### src/rtl/alu_acc_stage.sv
// alu_acc_stage
//   Batch accumulator placed after the combinational ALU. Signed ALU results
//   are accepted over a valid/ready handshake and sign-extended into a
//   signed accumulator. After BATCH_LEN accepted results the batch sum is
//   presented on a valid/ready output and held until the consumer takes it.
//   Overflow is tracked with a sticky flag per batch.
//
// Configuration macro:
//   ALU_ACC_SAT_EN  defined   -> accumulator clamps to the signed min/max on overflow
//                   undefined -> accumulator wraps modulo 2^ACC_WIDTH
//
// Parameters:
//   DATA_WIDTH  ALU operand width; the result input is 2*DATA_WIDTH bits
//   ACC_WIDTH   signed accumulator width (>= 2*DATA_WIDTH)
//   BATCH_LEN   results summed per batch (>= 1)
//
// Ports:
//   clk            rising-edge clock
//   rst_n          asynchronous active-low reset
//   alu_result_in  signed ALU result
//   alu_valid_in   alu_result_in valid this cycle
//   alu_ready_out  stage accepts a result this cycle (decoded from state)
//   clear_in       synchronous clear of the partial batch (ignored in EMIT)
//   acc_out        signed accumulator value
//   acc_valid_out  acc_out holds a completed batch sum (decoded from state)
//   acc_ready_in   consumer takes acc_out
//   acc_count_out  results accumulated in the current batch
//   ovf_out        sticky overflow for the current batch

module alu_acc_stage #(
  parameter int DATA_WIDTH = 4,
  parameter int ACC_WIDTH  = 12,
  parameter int BATCH_LEN  = 8
) (
  input  logic                               clk,
  input  logic                               rst_n,
  input  logic [2*DATA_WIDTH-1:0]            alu_result_in,
  input  logic                               alu_valid_in,
  output logic                               alu_ready_out,
  input  logic                               clear_in,
  output logic [ACC_WIDTH-1:0]               acc_out,
  output logic                               acc_valid_out,
  input  logic                               acc_ready_in,
  output logic [$clog2(BATCH_LEN+1)-1:0]     acc_count_out,
  output logic                               ovf_out
);

  localparam int RW = 2 * DATA_WIDTH;
  localparam int CW = $clog2(BATCH_LEN + 1);

  localparam logic [CW-1:0]        LAST_CNT = CW'(BATCH_LEN - 1);
  localparam logic [ACC_WIDTH-1:0] ACC_MAX  = {1'b0, {(ACC_WIDTH-1){1'b1}}};
  localparam logic [ACC_WIDTH-1:0] ACC_MIN  = {1'b1, {(ACC_WIDTH-1){1'b0}}};

  typedef enum logic {
    ACCUM = 1'b0,
    EMIT  = 1'b1
  } state_e;

  state_e               state_q, state_d;
  logic [ACC_WIDTH-1:0] acc_q,   acc_d;
  logic [CW-1:0]        cnt_q,   cnt_d;
  logic                 ovf_q,   ovf_d;

  // Sum is formed one bit wider than the accumulator so that overflow is
  // visible as a disagreement between the two top bits.
  logic [ACC_WIDTH:0]   sum;
  logic                 sum_ovf;
  logic [ACC_WIDTH-1:0] acc_nxt;

  always_comb begin
    sum     = {acc_q[ACC_WIDTH-1], acc_q}
            + {{(ACC_WIDTH+1-RW){alu_result_in[RW-1]}}, alu_result_in};
    sum_ovf = sum[ACC_WIDTH] ^ sum[ACC_WIDTH-1];
`ifdef ALU_ACC_SAT_EN
    // The extra top bit carries the true sign, so it picks the clamp direction.
    if (sum_ovf) begin
      acc_nxt = sum[ACC_WIDTH] ? ACC_MIN : ACC_MAX;
    end else begin
      acc_nxt = sum[ACC_WIDTH-1:0];
    end
`else
    acc_nxt = sum[ACC_WIDTH-1:0];
`endif
  end

  always_comb begin
    state_d       = state_q;
    acc_d         = acc_q;
    cnt_d         = cnt_q;
    ovf_d         = ovf_q;
    alu_ready_out = 1'b0;
    acc_valid_out = 1'b0;
    unique case (state_q)
      ACCUM: begin
        alu_ready_out = 1'b1;
        if (clear_in) begin
          // Clear wins; a result presented in the same cycle is dropped.
          acc_d = '0;
          cnt_d = '0;
          ovf_d = 1'b0;
        end else if (alu_valid_in) begin
          acc_d = acc_nxt;
          cnt_d = cnt_q + 1'b1;
          ovf_d = ovf_q | sum_ovf;
          if (cnt_q == LAST_CNT) begin
            state_d = EMIT;
          end
        end
      end
      EMIT: begin
        acc_valid_out = 1'b1;
        if (acc_ready_in) begin
          acc_d   = '0;
          cnt_d   = '0;
          ovf_d   = 1'b0;
          state_d = ACCUM;
        end
      end
      default: begin
        state_d = ACCUM;
      end
    endcase
  end

  always_ff @(posedge clk or negedge rst_n) begin
    if (!rst_n) begin
      state_q <= ACCUM;
      acc_q   <= '0;
      cnt_q   <= '0;
      ovf_q   <= 1'b0;
    end else begin
      state_q <= state_d;
      acc_q   <= acc_d;
      cnt_q   <= cnt_d;
      ovf_q   <= ovf_d;
    end
  end

  assign acc_out       = acc_q;
  assign acc_count_out = cnt_q;
  assign ovf_out       = ovf_q;

endmodule

### config.mk
export PLATFORM = sky130hd
export DESIGN_NAME = alu_acc_stage
export DESIGN_NICKNAME = d
export VERILOG_FILES = /design/src/rtl/alu_acc_stage.sv
export SDC_FILE = /design/constraint.sdc
export NUM_CORES = 1
export LEC_CHECK = 0
export CAP_MARGIN = 0
export CORE_MARGIN = 10
export CORE_UTILIZATION = 48
export DETAILED_ROUTE_END_ITERATION = 12
export PLACE_DENSITY = 0.79
export SLEW_MARGIN = 30
export SYNTH_ARGS = -nofsm -noshare
export SYNTH_HDL_FRONTEND = slang
export SYNTH_SLANG_ARGS = --single-unit
### constraint.sdc
create_clock -name clk -period 2.85 [get_ports clk]
set_input_delay 0.855 -clock clk [delete_from_list [all_inputs] [get_ports clk]]
set_output_delay 0.855 -clock clk [all_outputs]
set_load 0.02 [all_outputs]
Word level (Yosys, flattened, before mapping)
Index checks and enable logic that the tools add are counted.
{"block": "classes", "n_addsub": 2, "eq_ne": 3, "muxes": 19, "bitwise": 3, "reduce_logical": 1}
{"cell": "12-bit two-way mux", "n": 3}
{"cell": "12-bit one-hot mux with 2 select lines", "n": 1}
{"cell": "12-bit by 8-bit adder with 13-bit output", "n": 1}
{"cell": "4-bit two-way mux", "n": 3}
{"cell": "1-bit two-way mux", "n": 9}
{"cell": "4-bit one-hot mux with 2 select lines", "n": 1}
{"cell": "4-bit by 1-bit adder with 4-bit output (second input constant)", "n": 1}
{"cell": "4-bit by 3-bit == test with 1-bit output (second input constant)", "n": 1}
{"cell": "1-bit one-hot mux with 2 select lines", "n": 2}
{"cell": "3-bit inequality test (second input constant)", "n": 1}
{"cell": "2-bit inequality test (second input constant)", "n": 1}
{"cell": "2-bit AND reduction", "n": 1}
{"cell": "1-bit inverter", "n": 1}
{"cell": "1-bit bitwise OR", "n": 1}
{"cell": "1-bit bitwise XOR", "n": 1}
{"block": "word_totals", "register_bits": 18, "inputBits": 13, "out_inout_bits": 19, "elab_cells": 32}

Depth between registers and ports, before layout
Gate-level depths: netlist (run 1).
{"block": "depth", "ltp_word": 6, "mapped_depth": 7, "ltp_nobuf": 7}

Least setup slack after synthesis (run 1)
OpenSTA, ideal clock, no wires.
{"block": "synth_timing", "kind": "input port to flip-flop", "from": "input alu_result_in[0]", "to": "register acc_q[10] (netlist: acc_out[10])", "setup_ns": 0.122, "arrival_time_ns": 2.405, "required_time_ns": 2.728, "path_slack_ns": 0.323, "stages": 7, "path_cell_list": "ha_1 -> fa_1 -> a211oi_1 -> nor2_1 -> o211ai_1 -> nand3_1 -> a32o_1"}
{"block": "synth_via", "elab_chain_cells": 4}
{"item": "from (decl)", "line_no": "37", "source": "input logic [2*DATA_WIDTH-1:0] alu_result_in,"}
{"item": "12-bit by 8-bit adder with 13-bit output", "line_no": "73", "source": "+ {{(ACC_WIDTH+1-RW){alu_result_in[RW-1]}}, alu_result_in};"}
{"item": "12-bit two-way mux", "line_no": "102", "source": "end else if (alu_valid_in) begin"}
{"item": "12-bit two-way mux", "line_no": "97", "source": "if (clear_in) begin"}
{"item": "12-bit one-hot mux with 2 select lines", "line_no": "94", "source": "unique case (state_q)"}
{"item": "to (signal assigned)", "line_no": "129", "source": "acc_q <= '0;"}
{"item": "to (signal assigned)", "line_no": "134", "source": "acc_q <= acc_d;"}
{"item": "to (decl)", "line_no": "61", "source": "logic [ACC_WIDTH-1:0] acc_q, acc_d;"}
Every way passes these cells. The select of a mux whose other input is x is not followed.
A chain may end at the register's enable or synchronous reset.

Worst setup path after layout (run 1)
Ends and elaborated chain as after synthesis.

==> impl_metrics.csv, run 1 <==
group,metric,value,unit
global_route,grtUsageTotal,13.2,%
floorplanning,die_height,71.2,µm
run,cap_violations,0,
critical_path,crit_family,"compound AO/OA/AOI/OAI gates",
placement,place_ws,-216,ps
final_layout,syn2layout_area_growth,36.3,%
power_and_ir_drop,power.density,485,mW/mm²
critical_path,worst-path-buf-inv,1,
floorplanning,die_w,71.2,µm
clock_tree,ctsLongestPathBuffers,2,
placement,port-buffer-count,31,
drt,drc,0,
sta,worst_pin_slew,437,ps
yosys,ys_ff_latch,18,
global_route,grt_start_max_net_pins,19,
floorplanning,start_util,50.4,%
critical_path,slowest_delay,400,ps
floorplanning,die-area,0.00507,mm²
sta,final_hold_viol_count,0,
clock_tree,cts-root-buf,"clkbuf_4",
yosys,syn_nets,158,
critical_path,crit_fanout,4,
clock_tree,ctsHtreeMaxLevel,1,
yosys,ys_seq_area_share,35.7,%
sta,worst_slack,133,ps
sta,fin_crit_sh,95.3,%
placement,post_dp_cell_area,0.00168,mm²
yosys,synth_area,0.00126,mm²
yosys,synth_edf_count,0,
floorplanning,core.rowCount,18,
clock_tree,cts_hold_buf,0,
drt,vias,1191,
sta,timing.fmax,368,MHz
clock_tree,cts_tree,"built",
critical_path,crit_path_top_delay_cell,"clkdlybuf4s50_1",
placement,gp_congestion,0.866,
global_route,grt-ovfl-total,0,
yosys,synth_cell_types,40,
sta,slew_headroom,70.9,%
global_route,grt_pass1_vias,1205,
yosys,synthArstFlopShare,100,%
final_layout,drive_gt1_share,12.6,%
yosys,synth_ff_type,"dfrtp_1",
power_and_ir_drop,irDropWorstVdd,0.316,mV
sta,rsz0062_at_grt,"no",
clock_tree,ctsResizeCount,0,
critical_path,path_cells,"clkdlybuf4s50_1 > ha_1 > fa_1 > a211oi_1 > nor2_1 > o211ai_1 > nand3_1 > a32o_1",
drt,routedWlPerCell,16.3,µm
sta,setup_viol,0,
critical_path,worstPathArrival,2930,ps
clock_tree,clk_latency,310,ps
global_route,grt_pass1_wl,5620,µm
sta,tns,0,ps
min_path,hp-class,"reg2reg",
sta,min_period,2720,ps
clock_tree,numCtsBuffers,3,
drt,via_per_inst,5.81,
yosys,ys_warn_count,0,
clock_tree,cts.clk_slew.worst_paths,110,ps
sta,slew_viol_final,0,
critical_path,start_kind,"input pin",
final_layout,nNetsFinal,203,
floorplanning,core-area,0.00250,mm²
drt,first_pass_iters,4,
critical_path,critPathKind,"in2reg",
critical_path,crit_required,3060,ps
floorplanning,num_io_pins,32,
global_route,antenna_found_initial,0,
power_and_ir_drop,p_leak,0.000755,µW
drt,routed_wl,3350,µm
critical_path,end_kind,"flop",
final_layout,insertedDiodeCount,0,
yosys,syn_inst,131,
placement,dp_hpwl,2570,µm
sta,fin_skew,0.645,ps
clock_tree,clock-sinks,18,
drt,drtAntennaViolNets,0,
clock_tree,cts_setup_buffers,0,
final_layout,stdcell_area,0.00172,mm²
yosys,syn_avg_cell_area,9.62,µm²
drt,drt_iter0_markers,74,
run_status,outcome,"finished, final reports clean",
## per-layer routing
metal / share of wire [%] / routed length (µm) / global-route usage (%) / vias to the layer above
li1: - / - / - / 582
met1: 43 / 1440 / 15.7 / 572
met2: 49 / 1640 / 21.9 / 32
met3: 6.6 / 220 / 3.99 / 5
met4: 1.5 / 51 / 5.16 / 0
met5: 0 / 0 / 0 / -
## registers in the layout, summed over array words and instances, names as in the netlist
name           count
state_q            1
acc_out           12
ovf_out            1
acc_count_out      4
## layout make-up
cell class / count / area (µm²)
clock buffers: 4 / 36.3
well taps: 30 / 37.5
repair buffers: 42 / 393
flip-flops and latches: 18 / 450
fillers: 198 / 782
multi-input cells: 108 / 790
inverters: 3 / 11.3
## logic make-up after synthesis
kind of cell / after synthesis / synth area share (%)
AOI/OAI and AO/OA: 53 / 29.7
and+or+nand+nor: 35 / 14.3
DFF: 18 / 35.7
adders and majority gates: 14 / 14.5
xor gates and xnor gates: 6 / 4.17
buffers and inverters: 5 / 1.59
## final timing paths
kind / start / end / slack (ps) / cells after the start
setup reg to reg: acc_out[0] / acc_out[10] / 670 / 7
setup / recovery: alu_result_in[0] / acc_out[10] / 130 / 8
hold reg to reg: acc_out[6] / acc_out[6] / 530 / 2
hold / removal: acc_out[6] / acc_out[6] / 530 / 2
min in group asynchronous: rst_n / acc_count_out[0] / 860 / 2
max in group asynchronous: rst_n / acc_out[2] / 1790 / 2
## cells in the final DEF (no fill, tap or decap), types with 3 or more instances in the layout
cell type	n
nand2_1	14
o21ai_0	12
a21o_1	3
clkbuf_4	3
dfrtp_1	18
clkdlybuf4s50_1	31
nand3_1	4
ha_1	13
inv_1	3
xor2_1	4
a22o_1	3
buf_4	11
o21bai_1	4
a21oi_1	9
a32o_1	4
nor2_1	5
## stage by stage
| step | hold slack [ps] | power [µW] | instances | util (%) |
|---|---|---|---|---|
| 3_3_place_gp | 497 | 654 | 201 | 67.3 |
| 5_1_grt | 561 | 885 | 205 | 68.7 |
| 2_1_floorplan | 559 | 520 | 131 | - |
| 4_1_cts | 539 | 839 | 205 | 68.7 |
| 6_report | 530 | 834 | 205 | 68.7 |
| 3_5_place_dp | 511 | 666 | 201 | 67.3 |
## cells in the mapped netlist, types with 3 or more instances
library cell	count	area share [%]
a21o_1	3	1.8
a21oi_1	9	3.6
a22o_1	3	2.1
a32o_1	4	3.2
dfrtp_1	18	36
ha_1	13	13
inv_1	3	0.89
nand2_1	14	4.2
nand3_1	4	1.6
nor2_1	5	1.5
o21ai_0	12	4.8
o21bai_1	4	2.4
xor2_1	4	2.8
## worst min-delay path, cell delays in order, from the launching register on
cell and delay, ps:
dfrtp_1 390, nand2_1 50, o21ai_0 60
## report_power, final
part	leakage (µW)	switching, µW	internal (µW)
logic	0.000493	182	174
registers	0.000241	25.2	282
clock network	0.0000210	92.6	78.1
(Power assumes the default switching activity.)
==> run 2, diff against run 1 <==
--- a/config.mk
+++ b/config.mk
@@ -8,6 +8,7 @@
 export CAP_MARGIN = 0
 export CORE_MARGIN = 10
 export CORE_UTILIZATION = 48
+export CTS_CLUSTER_DIAMETER = 80
 export DETAILED_ROUTE_END_ITERATION = 12
 export PLACE_DENSITY = 0.79
 export SLEW_MARGIN = 30
==> results of run 2 <==
Same layout as run 1: the final DEF is identical, and so are final timing and power.
